### config.mk
export PLATFORM = sky130hd
export DESIGN_NAME = dram_ctrl
export DESIGN_NICKNAME = d
export VERILOG_FILES = /design/src/rtl/dram_ctrl.sv
export SDC_FILE = /design/constraint.sdc
export NUM_CORES = 1
export LEC_CHECK = 0
export ABC_AREA = 1
export BUFFER_PORTS_ARGS = -buffer_cell sky130_fd_sc_hd__buf_2
export CAP_MARGIN = 30
export CORE_MARGIN = 2
export CORE_UTILIZATION = 28
export DETAILED_ROUTE_END_ITERATION = 8
export MAX_ROUTING_LAYER = met4
export PLACE_DENSITY = 0.46
export RECOVER_POWER = 25
export SYNTH_ARGS = -nofsm -noshare
export SYNTH_HDL_FRONTEND = slang
export SYNTH_SLANG_ARGS = --single-unit
### constraint.sdc
create_clock -name clk -period 1.4 [get_ports clk]
set_input_delay 0.14 -clock clk [delete_from_list [all_inputs] [get_ports clk]]
set_output_delay 0.14 -clock clk [all_outputs]
set_load 0.02 [all_outputs]
### src/rtl/dram_ctrl.sv
// dram_ctrl: host-facing front end for a small DRAM array. Turns one host
// request at a time into a single-cycle DRAM command. A free-running timer
// schedules row refreshes, which take priority over host traffic.
//
// Host handshake: a request transfers on a rising edge where req_valid and
// req_ready are both 1. req_ready depends only on registered state, so it is
// stable for the whole cycle. Every accepted request produces exactly one
// single-cycle resp_valid pulse, unless reset intervenes.
module dram_ctrl #(
    parameter int ADDR_W       = 3,
    parameter int DATA_W       = 8,
    parameter int REF_INTERVAL = 16
) (
    input  logic              clk,
    input  logic              rst_n,
    input  logic              req_valid,
    output logic              req_ready,
    input  logic              req_we,
    input  logic [ADDR_W-1:0] req_addr,
    input  logic [DATA_W-1:0] req_wdata,
    output logic              resp_valid,
    output logic [DATA_W-1:0] resp_rdata,
    output logic              mem_we,
    output logic              mem_refresh,
    output logic [ADDR_W-1:0] mem_addr,
    output logic [DATA_W-1:0] mem_din,
    input  logic [DATA_W-1:0] mem_dout
);

    localparam int TW = (REF_INTERVAL > 1) ? $clog2(REF_INTERVAL) : 1;
    localparam logic [TW-1:0] TIMER_LAST = TW'(REF_INTERVAL - 1);

    typedef enum logic [2:0] {
        IDLE    = 3'd0,
        WRITE   = 3'd1,
        READ    = 3'd2,
        RCAP    = 3'd3,
        REFRESH = 3'd4
    } state_t;

    state_t            state_q, state_d;
    logic [TW-1:0]     timer;
    logic              ref_pending;
    logic              ref_clr;
    logic [ADDR_W-1:0] ref_row, ref_row_d;

    logic              mem_we_d, mem_refresh_d, resp_valid_d;
    logic [ADDR_W-1:0] mem_addr_d;
    logic [DATA_W-1:0] mem_din_d, resp_rdata_d;

    // A pending refresh blocks host acceptance even while IDLE.
    assign req_ready = (state_q == IDLE) && !ref_pending;

    // Refresh timer: wraps every REF_INTERVAL cycles and raises a refresh request.
    // The interval is long enough that a new request never collides with a pending one.
    always_ff @(posedge clk or negedge rst_n) begin
        if (!rst_n) begin
            timer       <= '0;
            ref_pending <= 1'b0;
        end else begin
            if (timer == TIMER_LAST) begin
                timer       <= '0;
                ref_pending <= 1'b1;
            end else begin
                timer <= timer + TW'(1);
                if (ref_clr) begin
                    ref_pending <= 1'b0;
                end
            end
        end
    end

    // State register plus all registered DRAM and response outputs.
    always_ff @(posedge clk or negedge rst_n) begin
        if (!rst_n) begin
            state_q     <= IDLE;
            ref_row     <= '0;
            mem_we      <= 1'b0;
            mem_refresh <= 1'b0;
            mem_addr    <= '0;
            mem_din     <= '0;
            resp_valid  <= 1'b0;
            resp_rdata  <= '0;
        end else begin
            state_q     <= state_d;
            ref_row     <= ref_row_d;
            mem_we      <= mem_we_d;
            mem_refresh <= mem_refresh_d;
            mem_addr    <= mem_addr_d;
            mem_din     <= mem_din_d;
            resp_valid  <= resp_valid_d;
            resp_rdata  <= resp_rdata_d;
        end
    end

    // Next-state and next-output logic; registered outputs hold unless changed here.
    always_comb begin
        state_d       = state_q;
        ref_row_d     = ref_row;
        ref_clr       = 1'b0;
        mem_we_d      = mem_we;
        mem_refresh_d = mem_refresh;
        mem_addr_d    = mem_addr;
        mem_din_d     = mem_din;
        resp_valid_d  = 1'b0;
        resp_rdata_d  = resp_rdata;
        case (state_q)
            IDLE: begin
                if (ref_pending) begin
                    // Refresh wins over a host request in the same cycle.
                    mem_refresh_d = 1'b1;
                    mem_addr_d    = ref_row;
                    ref_clr       = 1'b1;
                    state_d       = REFRESH;
                end else if (req_valid) begin
                    mem_addr_d = req_addr;
                    mem_din_d  = req_wdata;
                    if (req_we) begin
                        mem_we_d = 1'b1;
                        state_d  = WRITE;
                    end else begin
                        state_d = READ;
                    end
                end
            end
            WRITE: begin
                mem_we_d     = 1'b0;
                resp_valid_d = 1'b1;
                state_d      = IDLE;
            end
            READ: begin
                // Address held; the array registers dout on this edge.
                state_d = RCAP;
            end
            RCAP: begin
                resp_rdata_d = mem_dout;
                resp_valid_d = 1'b1;
                state_d      = IDLE;
            end
            REFRESH: begin
                mem_refresh_d = 1'b0;
                ref_row_d     = ref_row + ADDR_W'(1);
                state_d       = IDLE;
            end
            default: begin
                state_d = IDLE;
            end
        endcase
    end

endmodule

### After elaboration in Yosys (flattened, before gate mapping)

Index checks and enable logic that the tools add are counted.

| cells by class | value |
|---|---|
| $add $sub $neg | 2 |
| eq/ne operators | 10 |
| mux-type cells | 18 |
| bitwise logic cells | 1 |
| reductions and logical operators | 12 |

Operators with widths:

| operator | number |
|---|---|
| 2-to-1 mux 3 bit | 4 |
| 2-to-1 mux 1 bit | 9 |
| != test 2 bit (second input constant) | 4 |
| nonzero test 2 bit | 4 |
| == test 3 x 2 -> 1 bit (second input constant) | 2 |
| one-hot mux 3 bit (2 select lines) | 1 |
| adder 4 x 1 -> 4 bit (second input constant) | 1 |
| == test 4 bit (second input constant) | 1 |
| 2-to-1 mux 4 bit | 1 |
| one-hot mux 1 bit (2 select lines) | 2 |
| AND reduction 2 bit | 2 |
| AND reduction 4 bit | 1 |
| adder 3 x 1 -> 3 bit (second input constant) | 1 |
| == test 3 x 1 -> 1 bit (second input constant) | 1 |
| == test 3 bit (second input constant) | 1 |
| zero test 3 bit | 1 |
| != test 3 bit (second input constant) | 1 |
| AND reduction 3 bit | 1 |
| 2-to-1 mux 2 bit | 1 |
| OR reduction 2 bit | 1 |
| logical AND 1 bit | 1 |
| zero test 1 bit | 1 |
| inverter 1 bit | 1 |

| word-level totals | value |
|---|---|
| flip-flop bits (word level) | 33 |
| input bits | 23 |

### Depth between registers and ports, before layout

Gate-level depths: netlist (run 1).

| logic depth | value |
|---|---|
| depth after elaboration | 4 |
| mapped depth | 6 |

### Worst setup path before layout (run 1)

Ideal clock, no wire load.

| timing | value |
|---|---|
| path type | reg-to-reg |
| start point | register state_q[2] |
| end point | register mem_din[0] |
| setup time | 0.065 ns |
| data arrival time | 1.056 ns |
| slack | 0.279 ns |
| cell stages (with the launch flop) | 6 |
| cell sequence | dfrtp_1 > nor2_4 > nand2_4 > nor2_4 > nand3_1 > nand2_1 |

| between the ends | value |
|---|---|
| word-level cells in the longest chain between the ends | 2 |

Ends and longest elaborated chain:

| what | RTL line | source |
|---|---|---|
| start, declared | 41 | `state_t state_q, state_d;` |
| start signal, assigned | 85 | `state_q <= state_d;` |
| zero test 3 bit | 107 | `case (state_q)` |
| AND reduction 3 bit (no source line) | n/a |  |
| end signal, assigned | 90 | `mem_din <= mem_din_d;` |
| end, declared | 26 | `output logic [DATA_W-1:0] mem_din,` |

Every way passes these cells.
A chain may end at the register's enable or synchronous reset.

### Worst setup path after layout (run 1)

| timing | value |
|---|---|
| start point | register state_q[0] |
| end point | output port req_ready |

| between the ends | value |
|---|---|
| word-level cells in the longest chain between the ends | 2 |

Ends and longest elaborated chain:

| what | RTL line | source |
|---|---|---|
| zero test 3 bit | 52 | `assign req_ready = (state_q == IDLE) && !ref_pending;` |
| logical AND 1 bit | 52 |  |
| end, declared | 17 | `output logic req_ready,` |

Every way passes these cells.

==> key figures, run 1 <==
Synth
  • Post-synthesis cell count: 142
  • Combinational family with the most area after synthesis: simple AND/OR/NAND/NOR gates
  • Post-synth EDFFs: 0
  • Xor/xnor share of the synthesized area: 2.55%
  • Mux cell area share after synthesis: 0%
  • Compound-Gate Fraction of Synth Area: 3.64%
  • Ys Warns: 0
  • Synth top area share: 60.0%
  • Synthesized net count: 167
  • Adder-cell area share of the yosys netlist: 1.82%
  • Simple-gate portion of the synthesized area: 28.5%
  • Largest area contributor in the netlist: dfrtp_1
  • Largest cells by area after synthesis: dfrtp_1, nand2_1, nand3_1
  • Seq/Total Area, Yosys: 60.0%
  • Syn avg cell area: 9.69 um^2
  • Most common cell in the netlist: nand2_1
  • Asr flop ratio synth: 100%
  • Yosys reg bits: 33
  • Dominant synthesized flop cell: dfrtp_1
  • Top post-synthesis cells by count: nand2_1, dfrtp_1, nand3_1, inv_1, o21ai_0
  • Netlist cell types: 21
  • Mapped cell area: 1380 um^2

GRT
  • Antenna violations before repair: 0
  • Largest net degree at the start of global routing: 18
  • Overflow after GRT: 0
  • First-pass GRT wire length: 5.38 mm
  • Vias in the first global route: 1225
  • Total track usage: 13.1%

Clock tree
  • Inserted Clock Buffers: 5
  • CTS Root Buffer Type: clkbuf_8
  • Clock buffer depth: 2
  • H-tree Lvls: 2
  • CTS tree: done
  • Worst skew pair latency: 0.27 ns
  • Clock Sinks: 33
  • Clk pin slew, worst setup/hold paths: 0.07 ns

Finish
  • Fillers: 483
  • Post-route insts no fill: 268
  • Ant. Diodes: 0
  • Layout net count: 225
  • Cell area after layout: 1830 um^2
  • Share of layout cells above drive strength 1: 36.3%
  • Area growth syn-to-layout: 32.7%

Die
  • Core area: 4720 um^2
  • Starting density of the core: 29.1%
  • Chip width: 74.1 um
  • Std cell rows: 25
  • Die area: 5490 um^2
  • Die Ht: 74.1 um
  • I/O pin cnt: 46

Drt
  • First-pass detailed-route iteration total: 4
  • Routed Wire Length: 2.94 mm
  • Initial DRC Count: 26
  • Post-route ant nets: 0
  • WL per Instance: 11.0 um
  • # DRC: 0
  • Via count: 1132
  • Via-to-Cell Ratio: 4.22

Setup path
  • Reg-to-Reg End: mem_din[3]
  • Crit start category: register
  • Reg-to-Reg Start: ref_pending
  • Worst EP arrival: 1.17 ns
  • Largest stage delay, worst path: 0.41 ns
  • Cells on worst reg2reg path: 4
  • Required @ worst endpoint: 1.26 ns
  • Top delay family on crit path: flip-flops
  • Worst setup EP type: output pin
  • Reg2reg setup slack: 0.19 ns
  • Crit-path cells: nor2_4 -> nand2_4 -> nor2_4 -> buf_6
  • CP Buf/Inv Count: 1
  • Worst-path fanout max: 4
  • Slowest CP cell: dfrtp_1
  • CP Class: reg -> out
  • Most common cell on crit path: nor2_4

STA
  • Worst-Margin Slew: 0.422 ns
  • Fmax achieved: 761 MHz
  • Slew headroom: 71.8%
  • Crit share post-route: 93.9%
  • Max Slew Vio Count: 0
  • Max Clock Skew: 0.00274 ns
  • Fin. Hold Viols: 0
  • Period minus WS final: 1.31 ns
  • Final setup viols: 0
  • RSZ-0062 raised after global routing: no
  • Worst hold margin: 0.0930 ns
  • TNS Setup: 0 ns

Placement
  • GP Congestion: 0.732
  • Dpl cell area: 1710 um^2
  • Dpl hpwl: 2.23 mm
  • Cells after DPL: 255
  • PortBufs: 45

Worst hold path
  • Hold Crit Depth: 3
  • Hold Crit Class: in -> reg
  • Hold_sp: req_wdata[1]
  • Worst Hold Endpoint: mem_din[1]

Pwr
  • Pwr/cell area: 2220 nW/um^2
  • Total power: 4.06 mW
  • Max VDD drop: 0.816 mV
  • LEAKAGE: 1.01 nW

Run
  • Max Cap Violations: 0

Outcome
  • Status: finished, final reports clean
-- cells by family after synthesis --
| logic type | Yosys count |
|---|---|
| buffers and inverters | 12 |
| xor gates and xnor gates | 4 |
| and+or+nand+nor | 81 |
| adders and majority gates | 2 |
| DFF | 33 |
| AOI/OAI and AO/OA | 10 |
-- per-layer routing --
metal	wire length (um)	up-vias	global-route usage, %
met1	1330	526	15.3
met4	0	0	2.42
met3	160	0	4.74
met5	0	-	-
li1	-	571	-
met2	1450	35	22.0
-- area by class of cell --
cell class                      instances  area (um^2)  share of cell area (%)
Tap cell                               67         83.8                    4.59
Timing Repair Buffer                   53          292                    16.0
Sequential cell                        33          828                    45.3
Inverter                               10         38.8                    2.12
Clock inverter                          2         10.0                   0.548
Multi-Input combinational cell         97          502                    27.5
Clock buffer                            6         72.6                    3.97
-- per-stage QoR --
step	setup slack, ns	utilization, %
2_1_floorplan	0.279	-
3_3_place_gp	0.174	36.2
3_5_place_dp	0.162	36.2
4_1_cts	0.0148	38.6
5_1_grt	0.00341	38.7
6_report	0.0854	38.7
-- how the worst max path moves through the flow --
| stage | startpoint | endpoint | slack [ns] | cells past startpoint |
|---|---|---|---|---|
| 5_1_grt | state_q[0] | req_ready | 0.003 | 4 |
| 3_5_place_dp | state_q[2] | req_ready | 0.16 | 4 |
| 3_3_place_gp | state_q[2] | req_ready | 0.17 | 4 |
| 6_report | state_q[0] | req_ready | 0.09 | 4 |
| 4_1_cts | state_q[2] | req_ready | 0.01 | 4 |
| 2_1_floorplan | state_q[2] | mem_din[0] | 0.28 | 5 |
-- report_power, final --
part / internal, mW / total (mW) / leakage (nW) / switching [mW]
Combinational: 0.668 / 1.79 / 0.555 / 1.12
Clock: 0.344 / 0.668 / 0.0450 / 0.324
Sequential: 1.35 / 1.60 / 0.408 / 0.251
Total: 2.36 / 4.06 / 1.01 / 1.70
-- worst reg2reg max path, delay by kind of cell, from the launching register on --
family                 cells  cell delay [ns]
flip-flops                 1             0.48
AND/OR/NAND/NOR            3             0.43
buffers and inverters      1             0.19
-- cells in the final DEF (no fill, tap or decap), drive strengths merged --
cell type     n
buf          51
nand2        45
dfrtp        33
nand3        20
inv           9
nor2          9
o21ai         8
clkbuf        7
or2           4
clkinv        3
xor2          2
xnor2         2
a21oi         2
ha            2
nand4         2
nor3          1
dlygate4sd3   1
-- timing repair --
item / CTS / global route
hold buffers: 1 / 0
endpoints found under the hold margin: 16 / 0
pin swaps: 2 / 2
endpoints found under the setup margin: 1 / 1
gates resized for setup: 2 / 2
buffers inserted: 2 / 2
-- flip-flops by register name (all words and copies together) (netlist names) --
register,count
mem_addr,3
mem_din,8
mem_refresh,1
mem_we,1
ref_pending,1
ref_row,3
resp_rdata,8
resp_valid,1
state_q,3
timer,4
Power figures use the tool's default switching activity.
==> run 2: changes to the inputs <==
CORE_UTILIZATION = 49   (was 28)
PLACE_DENSITY = 0.75   (was 0.46)
==> run 2 against run 1 <==
Net effect: first-iteration DRC count grew to 2.8 times the previous value; clock power is 11% lower; combinational power hardly changed; highest routed layer is now met4.
==> key figures, run 2 (same netlist as run 1, synthesis figures left out) <==
Clock tree
  • CTS Root Buffer Type: clkbuf_4
  • Clock Sinks: 33
  • Clk pin slew, worst setup/hold paths: 0.10 ns
  • Worst skew pair latency: 0.32 ns
  • H-tree Lvls: 2
  • Inserted Clock Buffers: 5
  • CTS tree: done
  • Clock buffer depth: 2

Drt
  • First-pass detailed-route iteration total: 4
  • Via count: 1155
  • Initial DRC Count: 72
  • # DRC: 0
  • Post-route ant nets: 0
  • Via-to-Cell Ratio: 4.98
  • Routed Wire Length: 2.76 mm
  • WL per Instance: 11.9 um

GRT
  • Overflow after GRT: 0
  • First-pass GRT wire length: 4.67 mm
  • Antenna violations before repair: 0
  • Total track usage: 19.5%
  • Vias in the first global route: 1088
  • Largest net degree at the start of global routing: 20

Pwr
  • Net load switching power: 1.67 mW
  • Share of power burned in registers: 40.1%
  • Pwr/cell area: 2250 nW/um^2
  • LEAKAGE: 1.00 nW
  • Comb pwr share: 44.9%
  • Clock power frac: 15.0%
  • Total power: 3.97 mW
  • Max VDD drop: 1.51 mV
  • Sw Ratio: 42.0%
  • Internal: 2.30 mW

Setup path
  • Worst-path fanout max: 2
  • Worst EP arrival: 1.19 ns
  • CP Class: reg -> out
  • Worst setup EP type: output pin
  • Required @ worst endpoint: 1.26 ns
  • Crit start category: register

Finish
  • Most common cell after layout, fill and taps aside: buf_2
  • Area growth syn-to-layout: 28.5%
  • Layout net count: 225
  • FF+latch area: 828 um^2
  • Most frequent cells in the layout: buf_2, nand2_1, dfrtp_1
  • Multi-input logic area: 502 um^2
  • Share of layout cells above drive strength 1: 36.8%
  • Fillers: 237
  • Post-route insts no fill: 232
  • Largest regs: mem_din (8), resp_rdata (8), timer (4)
  • Ant. Diodes: 0

Placement
  • Cells after DPL: 218
  • Dpl hpwl: 2.01 mm
  • PortBufs: 45
  • GP Congestion: 0.808

STA
  • Worst-Margin Slew: 0.456 ns
  • Max Clock Skew: 0.00621 ns
  • Fin. Hold Viols: 0
  • Crit share post-route: 95.1%
  • Final setup viols: 0
  • Max Slew Vio Count: 0
  • TNS Setup: 0 ns
  • Period minus WS final: 1.33 ns
  • RSZ-0062 raised after global routing: no
  • Fmax achieved: 751 MHz
  • Slew headroom: 69.6%

Outcome
  • Status: finished, final reports clean

Die
  • Die area: 3250 um^2
  • I/O pin cnt: 46
  • Chip width: 57 um
  • Std cell rows: 19
  • Die Ht: 57 um
  • Starting density of the core: 50.8%
  • Core area: 2710 um^2

Worst hold path
  • Hold Crit Class: in -> reg

Run
  • Max Cap Violations: 0
run 2: final cells by class:
class                      instances  share of cell area (%)
tap                               31                    2.19
clock buffer                       7                    3.68
multi-input combinational         97                    28.4
inverter                          10                    2.19
timing repair buffer              53                    16.5
sequential                        33                    46.8
clock inverter                     1                   0.283
run 2: worst paths after layout:
kind                                    start            end  slack [ns]  cells after the start
worst max-delay path               state_q[0]      req_ready        0.07                      4
worst min-delay path             req_wdata[2]     mem_din[2]        0.03                      3
worst max register to register    ref_pending     mem_din[0]        0.15                      4
worst min register to register  resp_rdata[6]  resp_rdata[6]        0.48                      2
max in group asynchronous               rst_n     state_q[2]        0.37                      3
min in group asynchronous               rst_n     mem_din[5]        0.28                      2
run 2: power groups by stage:
stage / clock, mW / sequential (mW) / combinational [mW]
6_report: 0.596 / 1.59 / 1.78
5_1_grt: 0.652 / 1.65 / 1.99
4_1_cts: 0.614 / 1.60 / 1.78
3_5_place_dp: 0 / 1.64 / 1.66
3_3_place_gp: 0 / 1.62 / 1.62
2_1_floorplan: 0 / 1.99 / 0.745
run 2: metal layers:
layer | vias to the layer above | share of wire [%] | track usage, % | routed length (um)
met4 | 0 | 1.5 | 6.98 | 42
met1 | 543 | 43 | 24.3 | 1190
met2 | 35 | 48 | 30.7 | 1330
li1 | 572 | - | - | -
met3 | 5 | 6.7 | 5.44 | 185
met5 | - | 0 | - | 0
run 2: worst max-delay path, stage by stage (launching register included):
cell and delay, ns:
dfrtp_1 0.43, nor2_4 0.14, nand2_4 0.07, nor2_4 0.10, buf_6 0.13
run 2: timing repair:
item	in CTS	in global routing
hold endpoints to repair	18	0
pin swaps	2	2
gates resized for setup	2	2
setup endpoints to repair	1	1
hold buffers	1	0
buffers inserted	4	1
run 2: through the flow:
step	worst slack [ns]	cell area, um^2	hold slack [ns]	util [%]
4_1_cts	0.0196	1770	0.0278	65.4
3_5_place_dp	0.145	1660	0.115	61.2
6_report	0.0679	1770	0.0331	65.3
3_3_place_gp	0.191	1660	0.110	61.2
5_1_grt	0.0105	1770	0.0411	65.3
2_1_floorplan	0.279	1380	-0.156	-
==> run 3: changes to the inputs <==
SETUP_SLACK_MARGIN = 0.1   (was default)
==> run 3 against run 2 <==
Net effect: count of clock-buffer cells in the layout did not move; core utilization is 0.23 points higher; sequential share of layout area shrank 0.24 points; critical endpoint unchanged; sequential power hardly changed; worst hold slack about the same; clock power hardly changed; die area unchanged; critical path depth is the same; combinational power rose by 2%; highest routed layer unchanged; largest power group unchanged; clock skew decreased by 0.00055 ns; global-route usage rose by 0.21 points; power grew 0.67%.
==> key figures, run 3 (same netlist as run 1, synthesis figures left out) <==
Clock tree
  • Clk pin slew, worst setup/hold paths: 0.10 ns
  • Inserted Clock Buffers: 5
  • CTS tree: done
  • H-tree Lvls: 2
  • Clock buffer depth: 2
  • Worst skew pair latency: 0.32 ns
  • Clock Sinks: 33
  • CTS Root Buffer Type: clkbuf_4

STA
  • Crit share post-route: 94.5%
  • Final setup viols: 0
  • TNS Setup: 0 ns
  • Worst hold margin: 0.0336 ns
  • Max Clock Skew: 0.00566 ns
  • Max Slew Vio Count: 0
  • Fmax achieved: 756 MHz
  • Fin. Hold Viols: 0
  • Period minus WS final: 1.32 ns
  • RSZ-0062 raised after global routing: yes
  • Slew headroom: 69.6%
  • Worst-Margin Slew: 0.456 ns

GRT
  • First-pass GRT wire length: 4.73 mm
  • Largest net degree at the start of global routing: 20
  • Vias in the first global route: 1094
  • GR Util met2: 30.4%
  • Global-route met1 utilization: 25.3%
  • Overflow after GRT: 0
  • Grt peak-use layer: met2
  • Total track usage: 19.7%
  • Antenna violations before repair: 0
  • M3 GR Usage: 5.44%

Pwr
  • Share of power burned in registers: 39.7%
  • LEAKAGE: 1.01 nW
  • Sw Ratio: 42.0%
  • Max VDD drop: 1.59 mV
  • Clock power frac: 14.9%
  • Net load switching power: 1.68 mW
  • Comb pwr share: 45.4%
  • Pwr/cell area: 2250 nW/um^2
  • Internal: 2.32 mW

Finish
  • Layout net count: 226
  • Multi-input logic area: 502 um^2
  • Largest regs: mem_din (8), resp_rdata (8), timer (4)
  • Share of layout cells above drive strength 1: 36.6%
  • Most common cell after layout, fill and taps aside: buf_2
  • Ant. Diodes: 0
  • Fillers: 231
  • Area growth syn-to-layout: 29.0%
  • FF+latch area: 827 um^2
  • Most frequent cells in the layout: buf_2, nand2_1, dfrtp_1

Drt
  • # DRC: 0
  • Via-to-Cell Ratio: 4.97
  • First-pass detailed-route iteration total: 4
  • Post-route ant nets: 0
  • Initial DRC Count: 66
  • Via count: 1159
  • Routed Wire Length: 2.77 mm
  • WL per Instance: 11.9 um

Setup path
  • CP Buf/Inv Count: 1
  • Top delay family on crit path: flip-flops
  • Crit-path cells: nor2_4 -> nand2_4 -> nor2_4 -> buf_6
  • Worst setup EP type: output pin
  • Crit start category: register
  • Slowest CP cell: dfrtp_1
  • Worst-path fanout max: 2
  • Worst EP arrival: 1.18 ns
  • Required @ worst endpoint: 1.26 ns
  • Largest stage delay, worst path: 0.42 ns
  • CP Class: reg -> out
  • Reg2reg setup slack: 0.13 ns
  • Most common cell on crit path: nor2_4

Die
  • Std cell rows: 19
  • I/O pin cnt: 46
  • Starting density of the core: 50.8%
  • Die Ht: 57 um
  • Core area: 2710 um^2
  • Die area: 3250 um^2
  • Chip width: 57 um

Placement
  • GP Congestion: 0.808
  • PortBufs: 45
  • Dpl hpwl: 2.01 mm

Outcome
  • Status: finished, final reports clean

Worst hold path
  • Hold Crit Class: in -> reg

Run
  • Max Cap Violations: 0
## run 3: cell count changes in the layout (fill, tap and decap cells not counted), sizes merged
cell  delta
buf      +1
## run 3: per-stage QoR
| stage | util [%] | power [mW] | instances | setup WS [ns] | cell area [um^2] |
|---|---|---|---|---|---|
| global placement | 61.2 | 3.24 | 218 | 0.191 | 1660 |
| global route | 65.5 | 4.32 | 233 | 0.0160 | 1780 |
| floorplan | - | 2.73 | 142 | 0.279 | 1380 |
| CTS | 66.1 | 4.05 | 233 | 0.0415 | 1790 |
| finish | 65.5 | 4.00 | 233 | 0.0765 | 1780 |
| detailed placement | 61.2 | 3.30 | 218 | 0.145 | 1660 |
## run 3: cell type report
type                       count  area share, %
clock buffer                   7           3.66
clock inverter                 1          0.282
inverter                      10           2.18
multi-input combinational     97           28.3
sequential                    33           46.6
tap                           31           2.18
timing repair buffer          54           16.8
## run 3: power by group through the flow
stage | Clock (mW) | Sequential (mW) | Combinational [mW]
2_1_floorplan | 0 | 1.99 | 0.745
3_3_place_gp | 0 | 1.62 | 1.62
3_5_place_dp | 0 | 1.64 | 1.66
4_1_cts | 0.614 | 1.59 | 1.85
5_1_grt | 0.652 | 1.64 | 2.02
6_report | 0.597 | 1.59 | 1.82
## run 3: path summary, 6_finish.rpt
kind / start / to / depth (start not counted)
worst max-delay path: state_q[0] / req_ready / 4
worst min-delay path: req_wdata[2] / mem_din[2] / 3
worst max register to register: ref_pending / mem_din[0] / 4
worst min register to register: resp_rdata[6] / resp_rdata[6] / 2
max in group asynchronous: rst_n / state_q[2] / 3
min in group asynchronous: rst_n / mem_din[5] / 2
## run 3: what timing repair did
action,in CTS,in global routing
hold buffers,1,0
buffers inserted,6,0
pin swaps,3,3
hold endpoints to repair,18,0
resized for setup,3,0
endpoints found under the setup margin,1,9
## run 3: per-layer routing
layer  vias up  part of all wire (%)
li1        575                     -
met1       542                    44
met2        37                    48
met3         5                   6.5
met4         0                   1.5
met5         -                     0
## run 3: worst register-to-register path, stage by stage, from the launching register on
cell and delay, ns:
dfrtp_1 0.49, inv_1 0.23, nand4_2 0.26, nand2_1 0.13
nand2_1 0.06
